--- config.mk ---
export PLATFORM = sky130hd
export DESIGN_NAME = inference_sequencer
export DESIGN_NICKNAME = d
export VERILOG_FILES = /design/src/rtl/snn_ctrl_pkg.sv /design/src/rtl/step_counter.sv /design/src/rtl/inference_sequencer.sv
export SDC_FILE = /design/constraint.sdc
export NUM_CORES = 1
export LEC_CHECK = 0
export ABC_AREA = 1
export BUFFER_PORTS_ARGS = -buffer_cell sky130_fd_sc_hd__buf_2
export CAP_MARGIN = 0
export CELL_PAD_IN_SITES_DETAIL_PLACEMENT = 1
export CELL_PAD_IN_SITES_GLOBAL_PLACEMENT = 1
export CORE_ASPECT_RATIO = 0.9
export CORE_MARGIN = 5
export CORE_UTILIZATION = 38
export CTS_BUF_LIST = sky130_fd_sc_hd__clkbuf_2
export DETAILED_ROUTE_END_ITERATION = 8
export GPL_TIMING_DRIVEN = 1
export PLACE_DENSITY_LB_ADDON = 0.25
export SETUP_SLACK_MARGIN = 0.15
export SYNTH_ARGS = -nofsm -noshare
export SYNTH_HDL_FRONTEND = slang
export SYNTH_HIERARCHICAL = 1
export SYNTH_SLANG_ARGS = --single-unit
--- constraint.sdc ---
create_clock -name clk -period 2.65 [get_ports clk]
set_input_delay 0.265 -clock clk [delete_from_list [all_inputs] [get_ports clk]]
set_output_delay 0.265 -clock clk [all_outputs]
set_load 0.1 [all_outputs]
--- src/rtl/snn_ctrl_pkg.sv ---
// rtl/snn_ctrl_pkg.sv - shared state encoding and id constants for the SNN run controller
package snn_ctrl_pkg;

  typedef enum logic [2:0] {
    IDLE = 3'd0,
    KICK = 3'd1,
    RUN  = 3'd2,
    REQ  = 3'd3,
    WAIT = 3'd4,
    HOLD = 3'd5
  } seq_state_t;

  localparam int ID_W = 5;
  localparam logic [ID_W-1:0] TIMEOUT_ID = '1;

endpackage

--- src/rtl/step_counter.sv ---
// rtl/step_counter.sv - saturating up-counter with clear; flags when the next value reaches MAX
module step_counter #(
  parameter int           W   = 10,
  parameter logic [W-1:0] MAX = '1
) (
  input  logic         clk,
  input  logic         rst,
  input  logic         clr,
  input  logic         inc,
  output logic [W-1:0] count,
  output logic         at_max_next
);

  logic [W-1:0] count_d;
  logic [W-1:0] count_q;

  always_comb begin
    count_d = count_q;
    if (clr) begin
      count_d = '0;
    end else if (inc && (count_q != MAX)) begin
      count_d = count_q + 1'b1;
    end
  end

  always_ff @(posedge clk or posedge rst) begin
    if (rst) begin
      count_q <= '0;
    end else begin
      count_q <= count_d;
    end
  end

  // Looking at the next value lets the owner react on the same edge the count lands.
  assign at_max_next = (count_d == MAX);
  assign count       = count_q;

endmodule

--- src/rtl/inference_sequencer.sv ---
// rtl/inference_sequencer.sv - kicks, counts timesteps and collects the winner of one SNN run
// Optional WAIT watchdog: define INFERENCE_SEQUENCER_TIMEOUT_EN.
module inference_sequencer #(
  parameter int NUM_STEPS   = 1023,
  parameter int STEP_W      = 10,
  parameter int ID_W        = snn_ctrl_pkg::ID_W,
  parameter int TIMEOUT_CYC = 4095
) (
  input  logic              clk,
  input  logic              rst,
  input  logic              start,
  output logic              pre_processing_done,
  input  logic              current_step_finished,
  input  logic              spike_done,
  output logic              get_winner,
  input  logic [ID_W-1:0]   winner_id,
  input  logic              infer_ready,
  output logic [ID_W-1:0]   result_id,
  output logic              result_valid,
  input  logic              result_ack,
  output logic              busy,
  output logic [STEP_W-1:0] step_count,
  output logic              error
);

  import snn_ctrl_pkg::*;

  seq_state_t       state_d, state_q;
  logic [ID_W-1:0]  result_id_d, result_id_q;
  logic             result_valid_d, result_valid_q;
  logic             busy_d, busy_q;
  logic             steps_full_next;

  step_counter #(
    .W   (STEP_W),
    .MAX (STEP_W'(NUM_STEPS))
  ) u_step_counter (
    .clk         (clk),
    .rst         (rst),
    .clr         (state_q == KICK),
    .inc         ((state_q == RUN) && current_step_finished),
    .count       (step_count),
    .at_max_next (steps_full_next)
  );

`ifdef INFERENCE_SEQUENCER_TIMEOUT_EN
  localparam int WD_W = $clog2(TIMEOUT_CYC + 1);

  logic            error_d, error_q;
  logic            wd_expire;
  logic [WD_W-1:0] wd_count_unused;

  step_counter #(
    .W   (WD_W),
    .MAX (WD_W'(TIMEOUT_CYC))
  ) u_watchdog (
    .clk         (clk),
    .rst         (rst),
    .clr         (state_q != WAIT),
    .inc         (state_q == WAIT),
    .count       (wd_count_unused),
    .at_max_next (wd_expire)
  );
`else
  logic unused_timeout_cyc;
  assign unused_timeout_cyc = ^TIMEOUT_CYC;
`endif

  always_comb begin
    state_d        = state_q;
    result_id_d    = result_id_q;
    result_valid_d = result_valid_q;
`ifdef INFERENCE_SEQUENCER_TIMEOUT_EN
    error_d        = error_q;
`endif
    case (state_q)
      IDLE: if (start) state_d = KICK;
      KICK: state_d = RUN;
      // Saturated count keeps steps_full_next high, so a late spike_done still qualifies.
      RUN:  if (steps_full_next && spike_done) state_d = REQ;
      REQ:  state_d = WAIT;
      WAIT: begin
        if (infer_ready) begin
          result_id_d    = winner_id;
          result_valid_d = 1'b1;
          state_d        = HOLD;
        end
`ifdef INFERENCE_SEQUENCER_TIMEOUT_EN
        else if (wd_expire) begin
          result_id_d    = '1;
          result_valid_d = 1'b1;
          error_d        = 1'b1;
          state_d        = HOLD;
        end
`endif
      end
      HOLD: begin
        if (result_ack) begin
          result_valid_d = 1'b0;
`ifdef INFERENCE_SEQUENCER_TIMEOUT_EN
          error_d        = 1'b0;
`endif
          state_d        = IDLE;
        end
      end
      default: state_d = IDLE;
    endcase
    busy_d = (state_d != IDLE);
  end

  always_ff @(posedge clk or posedge rst) begin
    if (rst) begin
      state_q        <= IDLE;
      result_id_q    <= '0;
      result_valid_q <= 1'b0;
      busy_q         <= 1'b0;
`ifdef INFERENCE_SEQUENCER_TIMEOUT_EN
      error_q        <= 1'b0;
`endif
    end else begin
      state_q        <= state_d;
      result_id_q    <= result_id_d;
      result_valid_q <= result_valid_d;
      busy_q         <= busy_d;
`ifdef INFERENCE_SEQUENCER_TIMEOUT_EN
      error_q        <= error_d;
`endif
    end
  end

  assign pre_processing_done = (state_q == KICK);
  assign get_winner          = (state_q == REQ);
  assign result_id           = result_id_q;
  assign result_valid        = result_valid_q;
  assign busy                = busy_q;
`ifdef INFERENCE_SEQUENCER_TIMEOUT_EN
  assign error               = error_q;
`else
  assign error               = 1'b0;
`endif

endmodule

* Word level (Yosys, flattened, before mapping)
Cells that the tools add are included.
Operators by class: reductions and logical operators 8, multiplexer cells 10, add/subtract/negate cells 1, equal/unequal tests 9
Operators by type and width (count):
- 10-bit two-way mux | 2
- 3-bit case mux with 6 select lines | 1
- 3-bit two-way mux | 4
- 10-bit by 1-bit adder with 10-bit output, second input constant | 1
- 10-bit == test, second input constant | 1
- 10-bit != test, second input constant | 1
- 3-bit by 2-bit == test with 1-bit output, second input constant | 2
- 3-bit == test, second input constant | 2
- 2-bit != test, second input constant | 2
- 3-bit by 1-bit == test with 1-bit output, second input constant | 1
- 1-bit logical AND | 3
- 3-bit logical NOT | 1
- 3-bit AND reduction | 1
- 3-bit nonzero test | 1
- 1-bit two-way mux | 2
- 1-bit case mux with 2 select lines | 1
- 2-bit AND reduction | 1
- 2-bit nonzero test | 1
Word-level totals: flip-flop bits (word level) 20, word-level logic and storage cells 33

* Logic depth before layout (Yosys ltp)
depth after elaboration 10, depth in mapped cells 18, gate-level depth less buffers 17

* Modules after synthesis
Netlist, hierarchy kept.
Modules (own cells, without submodules):
- step_counter | times used 1, sequential area each 250.2 um2, area an instance 733.2 um2, cells an instance 111
- inference_sequencer | times used 1, sequential area each 250.2 um2, area an instance 474.2 um2, cells an instance 61

* Least setup slack after synthesis
Ideal clock, no wire load.
path type flip-flop to flip-flop, from reg state_q[1], to reg busy_q (netlist: busy), arrival 3.210 ns, buffers on the path 0, setup time 0.120 ns, path slack -0.680 ns, stages on the path, launching flop included 14, period minus slack after synthesis 3.330 ns, path through dfrtp_1 -> inv_1 -> nand2_1 -> nor2_1 -> clkinv_1 -> nand3_1 -> nor2_1 -> nand3_1 -> nor2_1 -> nand2_1 -> nand3b_1 -> nand2_1 -> nor2_1 -> nand2_1
Between the ends: elaborated cells between the ends (all ways) 18, classes of those cells eq/ne (6); mux (7); reduce/logical (5)
RTL lines:
- start: declaration | line inference_sequencer.sv:28 | seq_state_t state_d, state_q;
- start signal: assignment | line inference_sequencer.sv:121 | state_q <= state_d;
- 3-bit by 1-bit == test with 1-bit output
- net pre_processing_done | line inference_sequencer.sv:12 | output logic pre_processing_done,
- 10-bit two-way mux | line step_counter.sv:19 | if (clr) begin
- 10-bit == test | line step_counter.sv:35 | assign at_max_next = (count_d == MAX);
- net steps_full_next | line inference_sequencer.sv:32 | logic steps_full_next;
- 1-bit logical AND | line inference_sequencer.sv:80 | RUN: if (steps_full_next && spike_done) state_d = REQ;
- 3-bit two-way mux | line inference_sequencer.sv:80
- 3-bit case mux with 6 select lines | line inference_sequencer.sv:76 | case (state_q)
- 3-bit nonzero test | line inference_sequencer.sv:108 | busy_d = (state_d != IDLE);
- net busy_d | line inference_sequencer.sv:31 | logic busy_d, busy_q;
- end signal: assignment | line inference_sequencer.sv:124 | busy_q <= busy_d;
- end: declaration | line inference_sequencer.sv:31
The timed path passes the listed nets, and every way through them passes these cells. A chain may end at the register's enable or synchronous reset.

* Worst setup path in the final report
from reg state_q[2], to reg busy_q (netlist: busy)
Between the ends: cells in the longest elaborated chain, start to end 10, elaborated cells between the ends (all ways) 18, classes of those cells eq/ne (6); mux (7); reduce/logical (5)
Ends and longest elaborated chain:
- 3-bit by 2-bit == test with 1-bit output | line inference_sequencer.sv:41 | .inc ((state_q == RUN) && current_step_finished),
- 1-bit logical AND | line inference_sequencer.sv:41
- 1-bit logical AND | line step_counter.sv:21 | end else if (inc && (count_q != MAX)) begin
- 10-bit two-way mux | line step_counter.sv:21
- 10-bit two-way mux (*) | line step_counter.sv:19
- 10-bit == test (*) | line step_counter.sv:35
- net steps_full_next | line inference_sequencer.sv:32
- 1-bit logical AND (*) | line inference_sequencer.sv:80
- 3-bit two-way mux (*) | line inference_sequencer.sv:80
- 3-bit case mux with 6 select lines (*) | line inference_sequencer.sv:76
- 3-bit nonzero test (*) | line inference_sequencer.sv:108
- net busy_d | line inference_sequencer.sv:31
Mark *: on every way through the listed nets, which the timed path passes. The rest lies on a longest branch.

==> results.md <==
- After legalization and detailed placement, the total HPWL measured about 2.8 mm.
- The number of violations reported at the end of detailed-routing iteration 0 is 43.
- The number of hold-slack violations in the final timing report is 0.
- The total number of placement rows is 19.
- In this run the number of H-tree levels came out at 1.
- Summed over all layers, the routed wires come to approximately 3.5 mm.
- The post-route fraction of the period consumed by the critical path is around nine tenths.
- Compared with the post-synthesis result, the final layout area differs by 22.28%.
- In this run the standard cell core region covers around 3100 um^2.
- For this run, the total global-route usage over all layers was measured as between 10% and 20%.
- The first detailed-routing pass took 4 iterations.
- The total standard cell area after synthesis is around 1200 um^2.
- Summed over all cells, the static leakage comes to ~0.86 nW.
- The average wire length per cell after detail routing is between 10 and 15 um.
- The critical path start-end classification is flip-flop to flip-flop.
- In the final timing run, aggregate negative setup slack is 0 ns.
- For this configuration, the core starts out at a cell density of 39.37%.
- Data arrives at the worst endpoint at roughly 2.7 ns.
- The number of setup violations in the final report is 0.
- Setup repair after global routing left no endpoint under its margin.
- The leftover overflow at the end of global routing is 0.
- Summing all multi-input logic gate instances after layout gives between 500 and 600 um^2.
- The number of antenna violations at the first check in global routing was 0.
- The flip-flop and latch count after synthesis is 20.
- The critical register-to-register path endpoint is busy.
- The post-route clock skew is ~0.016 ns.
- The full die area is ~4400 um^2.
- The endpoint type of the worst setup path is a flip-flop.
- For hold timing, the worst endpoint is result_id[2].
- During placement, the flow inserted port buffers numbering 30.
- Once layout is complete, the utilization of the core stands at approximately 48%.
- The worst-case IR drop observed on VDD is 0.0008206 V.
- In this run the power density over the cells is between 1000 and 1500 nW/um^2.
- The antenna cell count is 0.
- The layout net count is roughly 220.
- The type of origin of the critical path is a flip-flop.
- The clock sink count is 20.
- The routability-driven placement congestion ratio is 0.8347.
- The horizontal die dimension is 69.42 um.
- The number of buffers created by CTS is 3.
- The clock insertion delay at the later pin of the skew report is between 0.3 and 0.4 ns.
- Across all register-to-register paths, the minimum setup slack is 0.26 ns.
- In this run the remaining antenna-violating nets after routing total 0.
- The clock tree buffer depth is 2.
- The number of ports placed on the die boundary is 32.
- The first global-routing pass estimated roughly 6 mm of wire.
- The flow ran to the end, and the final reports show no timing, DRC or antenna violations.
- TritonCTS built the clock tree.
- Once routing completed, OpenROAD measured the worst setup slack at roughly 0.26 ns.
- The number of pins exceeding their max-slew limit in the final report is 0.
- The worst register-to-register path has a depth of 16.
- In this run the mean area of a mapped cell was approximately 7 um^2.
- Fill cells in the final layout number around 430.
- The placement-stage worst setup slack is around 0.32 ns.
- The die height is about 63 um.
- Sequential cells were found to cover 41.45% of the synthesized design area.
- The routed layout has 1,197 vias.
- The maximum clock rate is 0.4177 GHz.
- Cells with a size suffix above 1 make up a little over a quarter of the layout.
- The minimum period implied by the final worst setup slack is 2.394 ns.
- The worst hold-check path type is input port to flip-flop.
- For this run, design rule violations remaining after detail routing come to 0.
- The data required time of the critical path is between 2 and 3 ns.
- The tool flagged a number of max-cap violations equal to 0.
- The number of global-route vias before repair is roughly 1,200.
- The number of nets handed over by synthesis was around 190.
- The pin count of the biggest net entering global routing is 12.
- The worst hold path begins at winner_id[2].
- In this run, distinct cell masters in the synthesized netlist total 23.
- Synthesis handed over a netlist of 172 instances.
- In this run the critical register-to-register path is launched from state_q[2].
- The clock root buffer is sky130_fd_sc_hd__clkbuf_2.
- In the routed layout, each cell is associated on average with a via count of ~4.8.
- The Yosys warning count is 6.
- The critical-path maximum fanout is 4.
- The total area of sequential cells is 504.2 um^2.
- Counting instances, the worst hold path has a depth of 3.
- The clock transition time at the flip-flop clock pins of the worst setup and hold paths is about 0.2 ns.
-- cells by family (layout without fill, tap and decap cells) --
group | count (synthesis) | count (layout) | synth area share, %
flip-flops | 20 | 20 | 41.45
XOR/XNOR | 1 | 1 | 0.7255
AO/OA/AOI/OAI | 2 | 2 | 0.8282
AND/OR/NAND/NOR | 109 | 109 | 43.42
adder cells (fa/ha/maj) | 1 | 1 | 1.036
other | 1 | 1 | 0.3106
buffers and inverters | 38 | 75 | 12.23
-- how the worst max path moves through the flow --
stage / from / endpoint / depth (start not counted)
4_1_cts: state_q[2] / busy / 17
3_5_place_dp: state_q[2] / busy / 17
3_3_place_gp: state_q[2] / busy / 17
2_1_floorplan: u_step_counter/count[6] / busy / 15
5_1_grt: state_q[2] / busy / 17
6_report: state_q[2] / busy / 16
-- cell usage in the layout (no fill, tap or decap), types with 2 or more instances in the layout --
cell                        n
sky130_fd_sc_hd__clkinv_1   3
sky130_fd_sc_hd__nand3_1   24
sky130_fd_sc_hd__nand2_2    4
sky130_fd_sc_hd__nor2_4     4
sky130_fd_sc_hd__clkbuf_2   3
sky130_fd_sc_hd__dfrtp_1   17
sky130_fd_sc_hd__nor2_1    14
sky130_fd_sc_hd__buf_2     30
sky130_fd_sc_hd__nor3_1     2
sky130_fd_sc_hd__inv_2      2
sky130_fd_sc_hd__buf_4      4
sky130_fd_sc_hd__nor2_2     2
sky130_fd_sc_hd__nand4_1    2
sky130_fd_sc_hd__nand2_1   51
sky130_fd_sc_hd__nand3_2    3
sky130_fd_sc_hd__dfrtp_2    3
sky130_fd_sc_hd__inv_1     32
-- area by class of cell --
type	count	share of cell area (%)
clock buffers	3	1.017
clock inverters	1	0.2542
inverters	36	9.153
multi-input cells	114	38.98
flip-flops and latches	20	34.15
well taps	42	3.559
repair buffers	35	12.88
-- synthesized netlist by cell type --
cell,n,area [um^2]
sky130_fd_sc_hd__nand3b_1,1,7.510
sky130_fd_sc_hd__clkinv_1,2,7.510
sky130_fd_sc_hd__nand3_2,3,30.03
sky130_fd_sc_hd__buf_2,1,5.000
sky130_fd_sc_hd__nand2_1,51,191.4
sky130_fd_sc_hd__nand3_1,24,120.1
sky130_fd_sc_hd__buf_4,1,7.510
sky130_fd_sc_hd__inv_1,32,120.1
sky130_fd_sc_hd__nor3_1,2,10.01
sky130_fd_sc_hd__o21ai_1,1,5.000
sky130_fd_sc_hd__nor2_2,1,6.260
sky130_fd_sc_hd__nor2_4,3,33.78
sky130_fd_sc_hd__nor3_2,1,10.01
sky130_fd_sc_hd__ha_1,1,12.51
sky130_fd_sc_hd__nand4_1,2,12.51
sky130_fd_sc_hd__xor2_1,1,8.760
sky130_fd_sc_hd__a21oi_1,1,5.000
sky130_fd_sc_hd__dfrtp_1,20,500.5
sky130_fd_sc_hd__conb_1,1,3.750
sky130_fd_sc_hd__nand2_2,4,25.02
sky130_fd_sc_hd__nand3_4,1,17.52
sky130_fd_sc_hd__inv_2,2,7.510
sky130_fd_sc_hd__nor2_1,16,60.06
-- where the power goes --
part	switching [W]	total (W)	internal [W]
Clock	0.0000979	0.000131	0.0000328
Combinational	0.000938	0.00114	0.000204
Sequential	0.0000805	0.000485	0.000405
Total	0.00112	0.00176	0.000641
-- layer usage --
layer / track usage, % / up-vias / wire (um)
met3: 3.657 / 2 / 134
met2: 29.40 / 24 / 1801
met1: 20.72 / 576 / 1570
met4: 3.659 / 0 / 18
li1: - / 595 / -
met5: 0 / - / 0
-- stage by stage --
stage	hold WS, ns	std cells	total power, W	instance area, um^2
after floorplan	0.1050	172	0.001396	1217
after global placement	0.2746	243	0.001571	1415
after detailed placement	0.2891	243	0.001597	1415
after CTS	0.08572	248	0.001736	1444
after global routing	0.06773	251	0.001863	1476
final	0.1105	251	0.001758	1476
-- sequential cells by signal, summed over array words and instances (netlist names) --
register              count
state_q                   3
result_id                 5
result_valid              1
busy                      1
u_step_counter/count     10
-- worst max-delay path, stage by stage (launching register included) --
cell and delay (ns):
sky130_fd_sc_hd__dfrtp_2 0.47, sky130_fd_sc_hd__nor2_2 0.14, sky130_fd_sc_hd__nand2_1 0.08, sky130_fd_sc_hd__nor2_1 0.16
sky130_fd_sc_hd__inv_1 0.13, sky130_fd_sc_hd__nor3_1 0.28, sky130_fd_sc_hd__nand2_1 0.10, sky130_fd_sc_hd__nand2_1 0.08
sky130_fd_sc_hd__nand3_1 0.12, sky130_fd_sc_hd__nor2_1 0.18, sky130_fd_sc_hd__nand3_1 0.10, sky130_fd_sc_hd__nor2_1 0.11
sky130_fd_sc_hd__nand2_1 0.06, sky130_fd_sc_hd__nand3b_1 0.15, sky130_fd_sc_hd__nand2_1 0.07, sky130_fd_sc_hd__nor2_1 0.05
sky130_fd_sc_hd__nand2_1 0.06
-- what timing repair did --
action | 4_1_cts | 5_1_grt
hold endpoints to repair | 20 | 0
hold buffers | 1 | 0
endpoints found under the setup margin | 0 | 2
gates resized for setup | 0 | 3
buffers inserted | 0 | 3
Note: power is estimated with default switching activity, not from simulation.
